===== src/rtl/spi_master_arbiter.sv =====
// Round-robin arbitrated SPI master: NUM_REQ requesters share one SPI bus.
// Each grant runs one 8-bit MSB-first full-duplex frame in the winner's SPI mode.
module spi_master_arbiter #(
  parameter int unsigned NUM_REQ = 2,
  parameter int unsigned CLK_DIV = 4
) (
  input  logic                       clk,
  input  logic                       rst,
  input  logic [NUM_REQ-1:0]         req,
  input  logic [8*NUM_REQ-1:0]       req_tx_data,
  input  logic [2*NUM_REQ-1:0]       req_mode,
  output logic [NUM_REQ-1:0]         gnt,
  output logic                       done,
  output logic [$clog2(NUM_REQ)-1:0] done_id,
  output logic [7:0]                 rx_data,
  output logic                       busy,
  output logic                       SCL,
  output logic                       CS_n,
  output logic                       MOSI,
  input  logic                       MISO
);

  localparam int unsigned IDW = $clog2(NUM_REQ);
  localparam int unsigned DW  = (CLK_DIV > 2) ? $clog2(CLK_DIV) : 1;
  localparam logic [DW-1:0] DIV_LAST = DW'(CLK_DIV - 1);

  localparam logic [2:0] S_IDLE  = 3'd0;
  localparam logic [2:0] S_SETUP = 3'd1;
  localparam logic [2:0] S_XFER  = 3'd2;
  localparam logic [2:0] S_HOLD  = 3'd3;
  localparam logic [2:0] S_GAP   = 3'd4;

  if (CLK_DIV < 2) begin : g_div_check
    $error("spi_master_arbiter: CLK_DIV must be at least 2");
  end
  if (NUM_REQ < 2 || NUM_REQ > 8) begin : g_req_check
    $error("spi_master_arbiter: NUM_REQ must be in 2..8");
  end

  logic [2:0]         state, state_n;
  logic [DW-1:0]      div_cnt, div_n;
  logic [4:0]         edge_cnt, edge_n;
  logic [7:0]         tx_sr, tx_n;
  logic [7:0]         rx_sr, rx_n;
  logic [1:0]         mode, mode_n;
  logic [IDW-1:0]     ptr, ptr_n;
  logic [IDW-1:0]     owner, owner_n;
  logic [NUM_REQ-1:0] gnt_n;
  logic               done_n, busy_n, scl_n, cs_n_n, mosi_n;
  logic [IDW-1:0]     done_id_n;
  logic [7:0]         rx_data_n;

  logic               found;
  logic [IDW-1:0]     winner;
  logic [7:0]         win_data;
  logic [1:0]         win_mode;
  int unsigned        k;
  logic               div_last, do_edge, sample;

  // Round-robin search: first requester at or after ptr, wrapping.
  always_comb begin
    found    = 1'b0;
    winner   = '0;
    win_data = '0;
    win_mode = '0;
    k        = 0;
    for (int unsigned i = 0; i < NUM_REQ; i++) begin
      k = 32'(ptr) + i;
      if (k >= NUM_REQ) k = k - NUM_REQ;
      if (!found && req[k]) begin
        found    = 1'b1;
        winner   = IDW'(k);
        win_data = req_tx_data[8*k +: 8];
        win_mode = req_mode[2*k +: 2];
      end
    end
  end

  always_comb begin
    state_n   = state;
    div_n     = div_cnt;
    edge_n    = edge_cnt;
    tx_n      = tx_sr;
    rx_n      = rx_sr;
    mode_n    = mode;
    ptr_n     = ptr;
    owner_n   = owner;
    gnt_n     = '0;
    done_n    = 1'b0;
    done_id_n = done_id;
    rx_data_n = rx_data;
    busy_n    = busy;
    scl_n     = SCL;
    cs_n_n    = CS_n;
    mosi_n    = MOSI;
    do_edge   = 1'b0;
    sample    = 1'b0;
    div_last  = (div_cnt == DIV_LAST);

    case (state)
      S_IDLE: begin
        scl_n = mode[1];
        if (found) begin
          state_n        = S_SETUP;
          div_n          = '0;
          edge_n         = '0;
          gnt_n[winner]  = 1'b1;
          tx_n           = win_data;
          mode_n         = win_mode;
          owner_n        = winner;
          ptr_n          = (32'(winner) == NUM_REQ - 1) ? '0 : winner + IDW'(1);
          cs_n_n         = 1'b0;
          busy_n         = 1'b1;
          scl_n          = win_mode[1];
          if (!win_mode[0]) mosi_n = win_data[7];
        end
      end
      S_SETUP: begin
        div_n = div_cnt + DW'(1);
        if (div_last) begin
          state_n = S_XFER;
          div_n   = '0;
          edge_n  = 5'd1;
          do_edge = 1'b1;
        end
      end
      S_XFER: begin
        div_n = div_cnt + DW'(1);
        if (div_last) begin
          div_n = '0;
          if (edge_cnt == 5'd16) begin
            state_n = S_HOLD;
          end else begin
            edge_n  = edge_cnt + 5'd1;
            do_edge = 1'b1;
          end
        end
      end
      S_HOLD: begin
        div_n = div_cnt + DW'(1);
        if (div_last) begin
          state_n   = S_GAP;
          div_n     = '0;
          cs_n_n    = 1'b1;
          done_n    = 1'b1;
          rx_data_n = rx_sr;
          done_id_n = owner;
        end
      end
      S_GAP: begin
        div_n = div_cnt + DW'(1);
        if (div_last) begin
          state_n = S_IDLE;
          div_n   = '0;
          busy_n  = 1'b0;
        end
      end
      default: state_n = S_IDLE;
    endcase

    // Odd edges lead; the sampling edge is leading for CPHA=0, trailing for CPHA=1.
    if (do_edge) begin
      scl_n  = ~SCL;
      sample = edge_n[0] ^ mode[0];
      if (sample) begin
        rx_n = {rx_sr[6:0], MISO};
      end else if (mode[0]) begin
        mosi_n = tx_sr[7];
        tx_n   = {tx_sr[6:0], 1'b0};
      end else if (edge_n != 5'd16) begin
        mosi_n = tx_sr[6];
        tx_n   = {tx_sr[6:0], 1'b0};
      end
    end
  end

  always_ff @(posedge clk or posedge rst) begin
    if (rst) begin
      state    <= S_IDLE;
      div_cnt  <= '0;
      edge_cnt <= '0;
      tx_sr    <= '0;
      rx_sr    <= '0;
      mode     <= 2'b00;
      ptr      <= '0;
      owner    <= '0;
      gnt      <= '0;
      done     <= 1'b0;
      done_id  <= '0;
      rx_data  <= 8'h00;
      busy     <= 1'b0;
      SCL      <= 1'b0;
      CS_n     <= 1'b1;
      MOSI     <= 1'b0;
    end else begin
      state    <= state_n;
      div_cnt  <= div_n;
      edge_cnt <= edge_n;
      tx_sr    <= tx_n;
      rx_sr    <= rx_n;
      mode     <= mode_n;
      ptr      <= ptr_n;
      owner    <= owner_n;
      gnt      <= gnt_n;
      done     <= done_n;
      done_id  <= done_id_n;
      rx_data  <= rx_data_n;
      busy     <= busy_n;
      SCL      <= scl_n;
      CS_n     <= cs_n_n;
      MOSI     <= mosi_n;
    end
  end

endmodule


===== config.mk =====
export PLATFORM = sky130hd
export DESIGN_NAME = spi_master_arbiter
export DESIGN_NICKNAME = d
export VERILOG_FILES = /design/src/rtl/spi_master_arbiter.sv
export SDC_FILE = /design/constraint.sdc
export NUM_CORES = 1
export LEC_CHECK = 0
export ABC_AREA = 1
export CORE_ASPECT_RATIO = 1.1
export CORE_MARGIN = 1.5
export CORE_UTILIZATION = 30
export DETAILED_ROUTE_END_ITERATION = 7
export PLACE_DENSITY = 0.55
export SYNTH_ARGS = -nofsm -noshare
export SYNTH_HDL_FRONTEND = slang
export SYNTH_SLANG_ARGS = --single-unit

===== constraint.sdc =====
create_clock -name clk -period 2.4 [get_ports clk]
set_clock_uncertainty 0.2 [all_clocks]
set_input_delay 0.48 -clock clk [delete_from_list [all_inputs] [get_ports clk]]
set_output_delay 0.48 -clock clk [all_outputs]
set_load 0.01 [all_outputs]

# ---- After elaboration in Yosys (flattened, before gate mapping)
# Cells that the tools add are included.
dict set report classes {
  n_addsub 6
  n_lt_le_gt_ge 6
  n_eq_ne 13
  shift 4
  mux 61
  n_bitwise 2
  n_reduce_logical 16
}
# operator n
set op_table {}
lappend op_table {{16-bit by 33-bit variable part select with 8-bit output} 2}
lappend op_table {{4-bit by 33-bit variable part select with 2-bit output} 2}
lappend op_table {{32-bit by 2-bit < comparator with 1-bit output, second input constant} 2}
lappend op_table {{32-bit two-way mux} 2}
lappend op_table {{8-bit two-way mux} 8}
lappend op_table {{1-bit two-way mux} 28}
lappend op_table {{5-bit two-way mux} 4}
lappend op_table {{3-bit two-way mux} 6}
lappend op_table {{3-bit one-hot mux with 5 select lines} 1}
lappend op_table {{5-bit one-hot mux with 3 select lines} 1}
lappend op_table {{2-bit two-way mux} 6}
lappend op_table {{2-bit != test, second input constant} 6}
lappend op_table {{2-bit AND reduction} 4}
lappend op_table {{2-bit nonzero test} 4}
lappend op_table {{3-bit by 2-bit == test with 1-bit output, second input constant} 2}
lappend op_table {{1-bit one-hot mux with 2 select lines} 3}
lappend op_table {{3-bit AND reduction} 2}
lappend op_table {{6-bit AND reduction} 1}
lappend op_table {{5-bit by 1-bit adder with 5-bit output, second input constant} 1}
lappend op_table {{5-bit == test, second input constant} 1}
lappend op_table {{5-bit != test, second input constant} 1}
lappend op_table {{2-bit one-hot mux with 2 select lines} 1}
lappend op_table {{4-bit OR reduction} 1}
lappend op_table {{3-bit by 1-bit == test with 1-bit output, second input constant} 1}
lappend op_table {{other kinds (17)} 18}
dict set report word_totals {
  reg_bits 46
  output_inout_bits 16
  word_cells 124
}

# ---- Longest topological paths before layout
dict set report logic_depth {
  ltp_word 15
  ltp_mapped 16
  ltp_nobuf 16
}

# ---- Worst setup path after synthesis
# Ideal clock, no wire load.
dict set report synth_timing {
  path_type {register to register}
  start {register div_cnt[0]}
  end {register rx_sr[7]}
  arrival_ps 1772
  path_slack_ps 311
  stages_incl_launch_ff 10
  synth_period_minus_slack_ps 2089
  cell_sequence {dfrtp_1 > ha_1 > buf_4 > o21ai_0 > nand4_1 > nand2_4 > nand2_4 > buf_6 > nand2_1 > o21ai_2}
}
dict set report synth_via {
  elab_chain_cells 5
}
# element line_no
set synth_rtl {}
lappend synth_rtl {{start, declared} 41} ;# logic [DW-1:0] div_cnt, div_n;
lappend synth_rtl {{start signal, assigned} 197} ;# div_cnt <= div_n;
lappend synth_rtl {{2-bit == test (*)} 98} ;# div_last = (div_cnt == DIV_LAST);
lappend synth_rtl {{5-bit two-way mux (on tied branches)} {129, 120}}
lappend synth_rtl {{5-bit one-hot mux with 3 select lines} 100} ;# case (state)
lappend synth_rtl {{1-bit XOR} 164} ;# sample = edge_n[0] ^ mode[0];
lappend synth_rtl {{2-bit AND reduction (no line) (*)} -}
lappend synth_rtl {{end signal, assigned} 200} ;# rx_sr <= rx_n;
lappend synth_rtl {{end, declared} 44} ;# logic [7:0] rx_sr, rx_n;
# Mark *: on every way between the ends. The rest lies on a longest branch, timed or not.
# A chain may end at the register's enable or synchronous reset.

# ---- Worst setup path in the final report
dict set report layout_timing {
  start {register edge_cnt[1]}
  end {register tx_sr[1]}
}
dict set report layout_via {
  elab_chain_cells 9
}
# element line_no
set layout_rtl {}
lappend layout_rtl {{start, declared} 42} ;# logic [4:0] edge_cnt, edge_n;
lappend layout_rtl {{start signal, assigned} 198} ;# edge_cnt <= edge_n;
lappend layout_rtl {{5-bit == test (*)} 131} ;# if (edge_cnt == 5'd16) begin
lappend layout_rtl {{5-bit two-way mux (*)} 131}
lappend layout_rtl {{5-bit two-way mux (*)} 129} ;# if (div_last) begin
lappend layout_rtl {{5-bit one-hot mux with 3 select lines (*)} 100}
lappend layout_rtl {{net edge_n[0]} 42}
lappend layout_rtl {{5-bit != test} 170} ;# end else if (edge_n != 5'd16) begin
lappend layout_rtl {{8-bit two-way mux} 170}
lappend layout_rtl {{8-bit two-way mux} 167} ;# end else if (mode[0]) begin
lappend layout_rtl {{8-bit two-way mux (*)} 165} ;# if (sample) begin
lappend layout_rtl {{8-bit two-way mux (*)} 162} ;# if (do_edge) begin
lappend layout_rtl {{net tx_n[1]} 43} ;# logic [7:0] tx_sr, tx_n;
lappend layout_rtl {{end signal, assigned} 199} ;# tx_sr <= tx_n;
lappend layout_rtl {{end, declared} 43}
# Mark *: on every way through the listed nets, which the timed path passes. The rest lies on a longest branch.

==> metrics.txt <==
# TYPE chip_impl_metric gauge
chip_impl_metric{name="min_period",unit="ns"} 2.186
chip_impl_metric{name="synth_simple_gate_area_share",unit="%"} 30.33
chip_impl_metric{name="routed_wl",unit="mm"} 5.713
chip_impl_metric{name="cts_hold_buf",unit=""} 0
chip_impl_metric{name="cap_viol_max_count",unit=""} 0
chip_impl_info{name="path_class",value="flop to flop"} 1
chip_impl_metric{name="report.final.slew_viol_count",unit=""} 0
chip_impl_metric{name="p_sw",unit="uW"} 1636
chip_impl_info{name="rsz0062_at_grt",value="false"} 1
chip_impl_metric{name="p_clk_share",unit="%"} 17.5
chip_impl_metric{name="nFillCells",unit=""} 917
chip_impl_metric{name="avgViaCountPerCell",unit=""} 4.609
chip_impl_metric{name="leakage",unit="uW"} 0.001619
chip_impl_metric{name="drc",unit=""} 0
chip_impl_metric{name="grt_pass1_wl",unit="mm"} 10.05
chip_impl_metric{name="multi_input_comb_area",unit="um2"} 1284
chip_impl_metric{name="design_area",unit="um2"} 3381
chip_impl_metric{name="gp_routability_congestion",unit=""} 0.8507
chip_impl_info{name="cts-root-buf",value="clkbuf_8"} 1
chip_impl_metric{name="yosys_register_bits",unit=""} 46
chip_impl_metric{name="floorplan.die_area",unit="um2"} 9502
chip_impl_metric{name="synth_xor_area_share",unit="%"} 0
chip_impl_info{name="synth_top_family_by_area",value="simple AND/OR/NAND/NOR gates"} 1
chip_impl_metric{name="dieWidth",unit="um"} 93.08
chip_impl_info{name="outcome",value="complete, no violations"} 1
chip_impl_metric{name="worst_pin_slew",unit="ns"} 0.5287
chip_impl_metric{name="start_util",unit="%"} 31.36
chip_impl_metric{name="wl_per_cell",unit="um"} 11.11
chip_impl_metric{name="io_buffer_count",unit=""} 40
chip_impl_metric{name="number_of_antenna_violations_at_the_first_check_in_global_routing",unit=""} 0
chip_impl_metric{name="synth_nets",unit=""} 384
chip_impl_metric{name="total_power_per_unit_cell_area",unit="nW/um2"} 1146
chip_impl_metric{name="clock.fmax",unit="MHz"} 457.4
chip_impl_metric{name="drt.antenna.violating_nets",unit=""} 0
chip_impl_metric{name="grt_max_degree",unit=""} 26
chip_impl_metric{name="postSynthCellCount",unit=""} 356
chip_impl_metric{name="finalSetupViolations",unit=""} 0
chip_impl_metric{name="syn-mean-instance-area",unit="um2"} 7.521
chip_impl_metric{name="power.share.combinational",unit="%"} 50.7
chip_impl_metric{name="intPower",unit="uW"} 2237
chip_impl_metric{name="dp_hpwl",unit="mm"} 4.507
chip_impl_metric{name="cp_data_required_time",unit="ns"} 2.39
chip_impl_metric{name="core.rowCount",unit=""} 35
chip_impl_info{name="layout_common_cells",value="nand2_1 (102), dfrtp_1 (45), o21ai_0 (40), clkdlybuf4s50_1 (40), inv_1 (39)"} 1
chip_impl_metric{name="switching_power_share_of_the_total",unit="%"} 42.24
chip_impl_metric{name="max_slew_margin",unit="%"} 64.70
chip_impl_metric{name="clk-insertion-delay-late",unit="ns"} 0.30
chip_impl_metric{name="drt-initial-drc-count",unit=""} 83
chip_impl_info{name="critPathLaunchType",value="flop"} 1
chip_impl_metric{name="synth.cell_area",unit="um2"} 2678
chip_impl_metric{name="synth_compound_gate_area_share",unit="%"} 16.12
chip_impl_metric{name="grt-ovfl-total",unit=""} 0
chip_impl_metric{name="fin_total_pwr",unit="uW"} 3873
chip_impl_metric{name="cts_buffer_depth",unit=""} 2
chip_impl_metric{name="cp.arrival",unit="ns"} 2.18
chip_impl_metric{name="areaGrowthSynthToFinish",unit="%"} 26.26
chip_impl_metric{name="post_route_cells_drive_above_1_share",unit="%"} 14.39
chip_impl_metric{name="timing.final.crit_share",unit="%"} 91.10
chip_impl_metric{name="finalNetCount",unit=""} 430
chip_impl_metric{name="area_taken_by_flip_flops_and_latches",unit="um2"} 1152
chip_impl_metric{name="h-tree-depth",unit=""} 2
chip_impl_metric{name="worst_setup_hold_path_clk_slew",unit="ns"} 0.09
chip_impl_metric{name="muxShareOfSynthArea",unit="%"} 0
chip_impl_info{name="tritoncts_clock_tree",value="yes"} 1
chip_impl_info{name="end_kind",value="flop"} 1
chip_impl_metric{name="max-vdd-ir-drop",unit="mV"} 0.3485
chip_impl_metric{name="core_box_area",unit="um2"} 8539
chip_impl_metric{name="share_of_total_power_in_sequential_cells",unit="%"} 31.8
chip_impl_metric{name="antenna-diode-count",unit=""} 0
chip_impl_metric{name="grt_pass1_vias",unit=""} 2257
chip_impl_metric{name="vias",unit=""} 2369
chip_impl_metric{name="crit_path_max_fanout",unit=""} 10
chip_impl_metric{name="groute.usage.overall",unit="%"} 12.98
chip_impl_metric{name="ys_types",unit=""} 35
chip_impl_metric{name="die-height",unit="um"} 102.1
chip_impl_metric{name="synth-seq-area-share",unit="%"} 43.04
chip_impl_metric{name="cts_sinks",unit=""} 46
chip_impl_metric{name="yosysWarnings",unit=""} 0
chip_impl_info{name="worst_hold_path_type",value="flop to flop"} 1
chip_impl_metric{name="drt_pass1_iterations",unit=""} 4
chip_impl_metric{name="hold_viol_final",unit=""} 0
chip_impl_info{name="layout.cells.most_common",value="nand2_1"} 1
chip_impl_metric{name="placement.cell_area",unit="um2"} 3241
chip_impl_metric{name="io_pins",unit=""} 41
chip_impl_metric{name="synth_fa_ha_area_share",unit="%"} 1.402
chip_impl_metric{name="total_clock_buffers_created_by_cts",unit=""} 5
[power groups by stage]
stage	Clock, uW	Combinational [uW]	Sequential, uW
after floorplan	0	1380	1240
after global placement	0	1950	1250
after detailed placement	0	1980	1250
after CTS	705	1990	1230
after global routing	729	2240	1260
final	679	1960	1230
[routing by layer]
metal / GRT usage (%) / vias up / wire (um)
li1: - / 1229 / -
met4: 3.263 / 0 / 69
met5: 0 / - / 0
met2: 22.85 / 26 / 2817
met1: 16.40 / 1107 / 2711
met3: 2.455 / 7 / 114
[critical path, cell delays in order, from the launching register on]
cell,delay (ns)
dfrtp_1,0.42
inv_1,0.10
ha_1,0.19
nand2_1,0.06
inv_1,0.05
nand2_2,0.09
nand2_2,0.07
nand2_1,0.06
nand2_1,0.04
nand2_1,0.12
nand3_4,0.11
nand2_2,0.10
nand2_4,0.08
nor2_8,0.16
nand2_4,0.10
nand2_1,0.07
nand2_1,0.05
[logic make-up (layout without fill, tap and decap cells)]
family / count (synthesis) / in the layout
AOI/OAI and AO/OA: 77 / 77
DFF: 46 / 46
adders and majority gates: 3 / 3
and+or+nand+nor: 171 / 171
buffers and inverters: 59 / 106
[through the flow]
| step | setup slack [ns] | hold WS [ns] | TNS (ns) | util (%) | std cells |
|---|---|---|---|---|---|
| finish | 0.2135 | 0.2798 | 0 | 39.59 | 514 |
| global route | 0.01338 | 0.3121 | 0 | 39.59 | 514 |
| CTS | 0.1732 | 0.2921 | 0 | 39.56 | 514 |
| detailed placement | -0.09455 | 0.2679 | -0.9657 | 37.95 | 506 |
| global placement | -0.03978 | 0.2631 | -0.3305 | 37.95 | 506 |
| floorplan | 0.3111 | 0.2478 | 0 | - | 356 |
[flip-flops by register name, summed over array words and instances (netlist names), 2 cells and up]
| name | count |
|---|---|
| rx_data | 8 |
| rx_sr | 8 |
| tx_sr | 8 |
| edge_cnt | 5 |
| state | 3 |
| div_cnt | 2 |
| gnt | 2 |
| mode | 2 |
[final timing paths]
path                        startpoint         end  slack (ns)  cells after the start
hold / removal                rx_sr[7]  rx_data[7]        0.28                      2
min in group asynchronous          rst  rx_data[7]        0.34                      2
setup / recovery           edge_cnt[1]    tx_sr[1]        0.21                     16
setup reg to reg           edge_cnt[1]    tx_sr[1]        0.21                     16
hold reg to reg               rx_sr[7]  rx_data[7]        0.28                      2
max in group asynchronous          rst      gnt[1]        1.15                      3
[synth_stat cells, drive strengths merged]
library cell,n,share of area [%]
o21ai,47,9.6
dfrtp,45,42
inv,47,6.6
nand2,113,17
a22oi,1,0.28
clkinv,1,0.14
nand3,24,5.5
dfstp,1,0.98
clkbuf,4,0.56
o211ai,1,0.28
buf,7,1.8
ha,3,1.4
a21oi,23,4.4
o31ai,1,0.28
nor3,1,0.19
a22o,2,0.65
o21bai,1,0.28
nor2,30,5.9
o21a,1,0.28
nand4,3,1.3
[timing repair]
item | in CTS | in global routing
setup buffers | 0 | 0
setup endpoints to repair | 0 | 8
resized for setup | 0 | 1
[layout make-up]
type / instances / share of cell area (%)
Tap cell: 111 / 4.108
Clock buffer: 5 / 2.036
Multi-Input combinational cell: 251 / 37.97
Sequential cell: 46 / 34.09
Timing Repair Buffer: 50 / 14.43
Inverter: 48 / 5.329
Clock inverter: 3 / 2.036
Power figures use the tool's default switching activity.
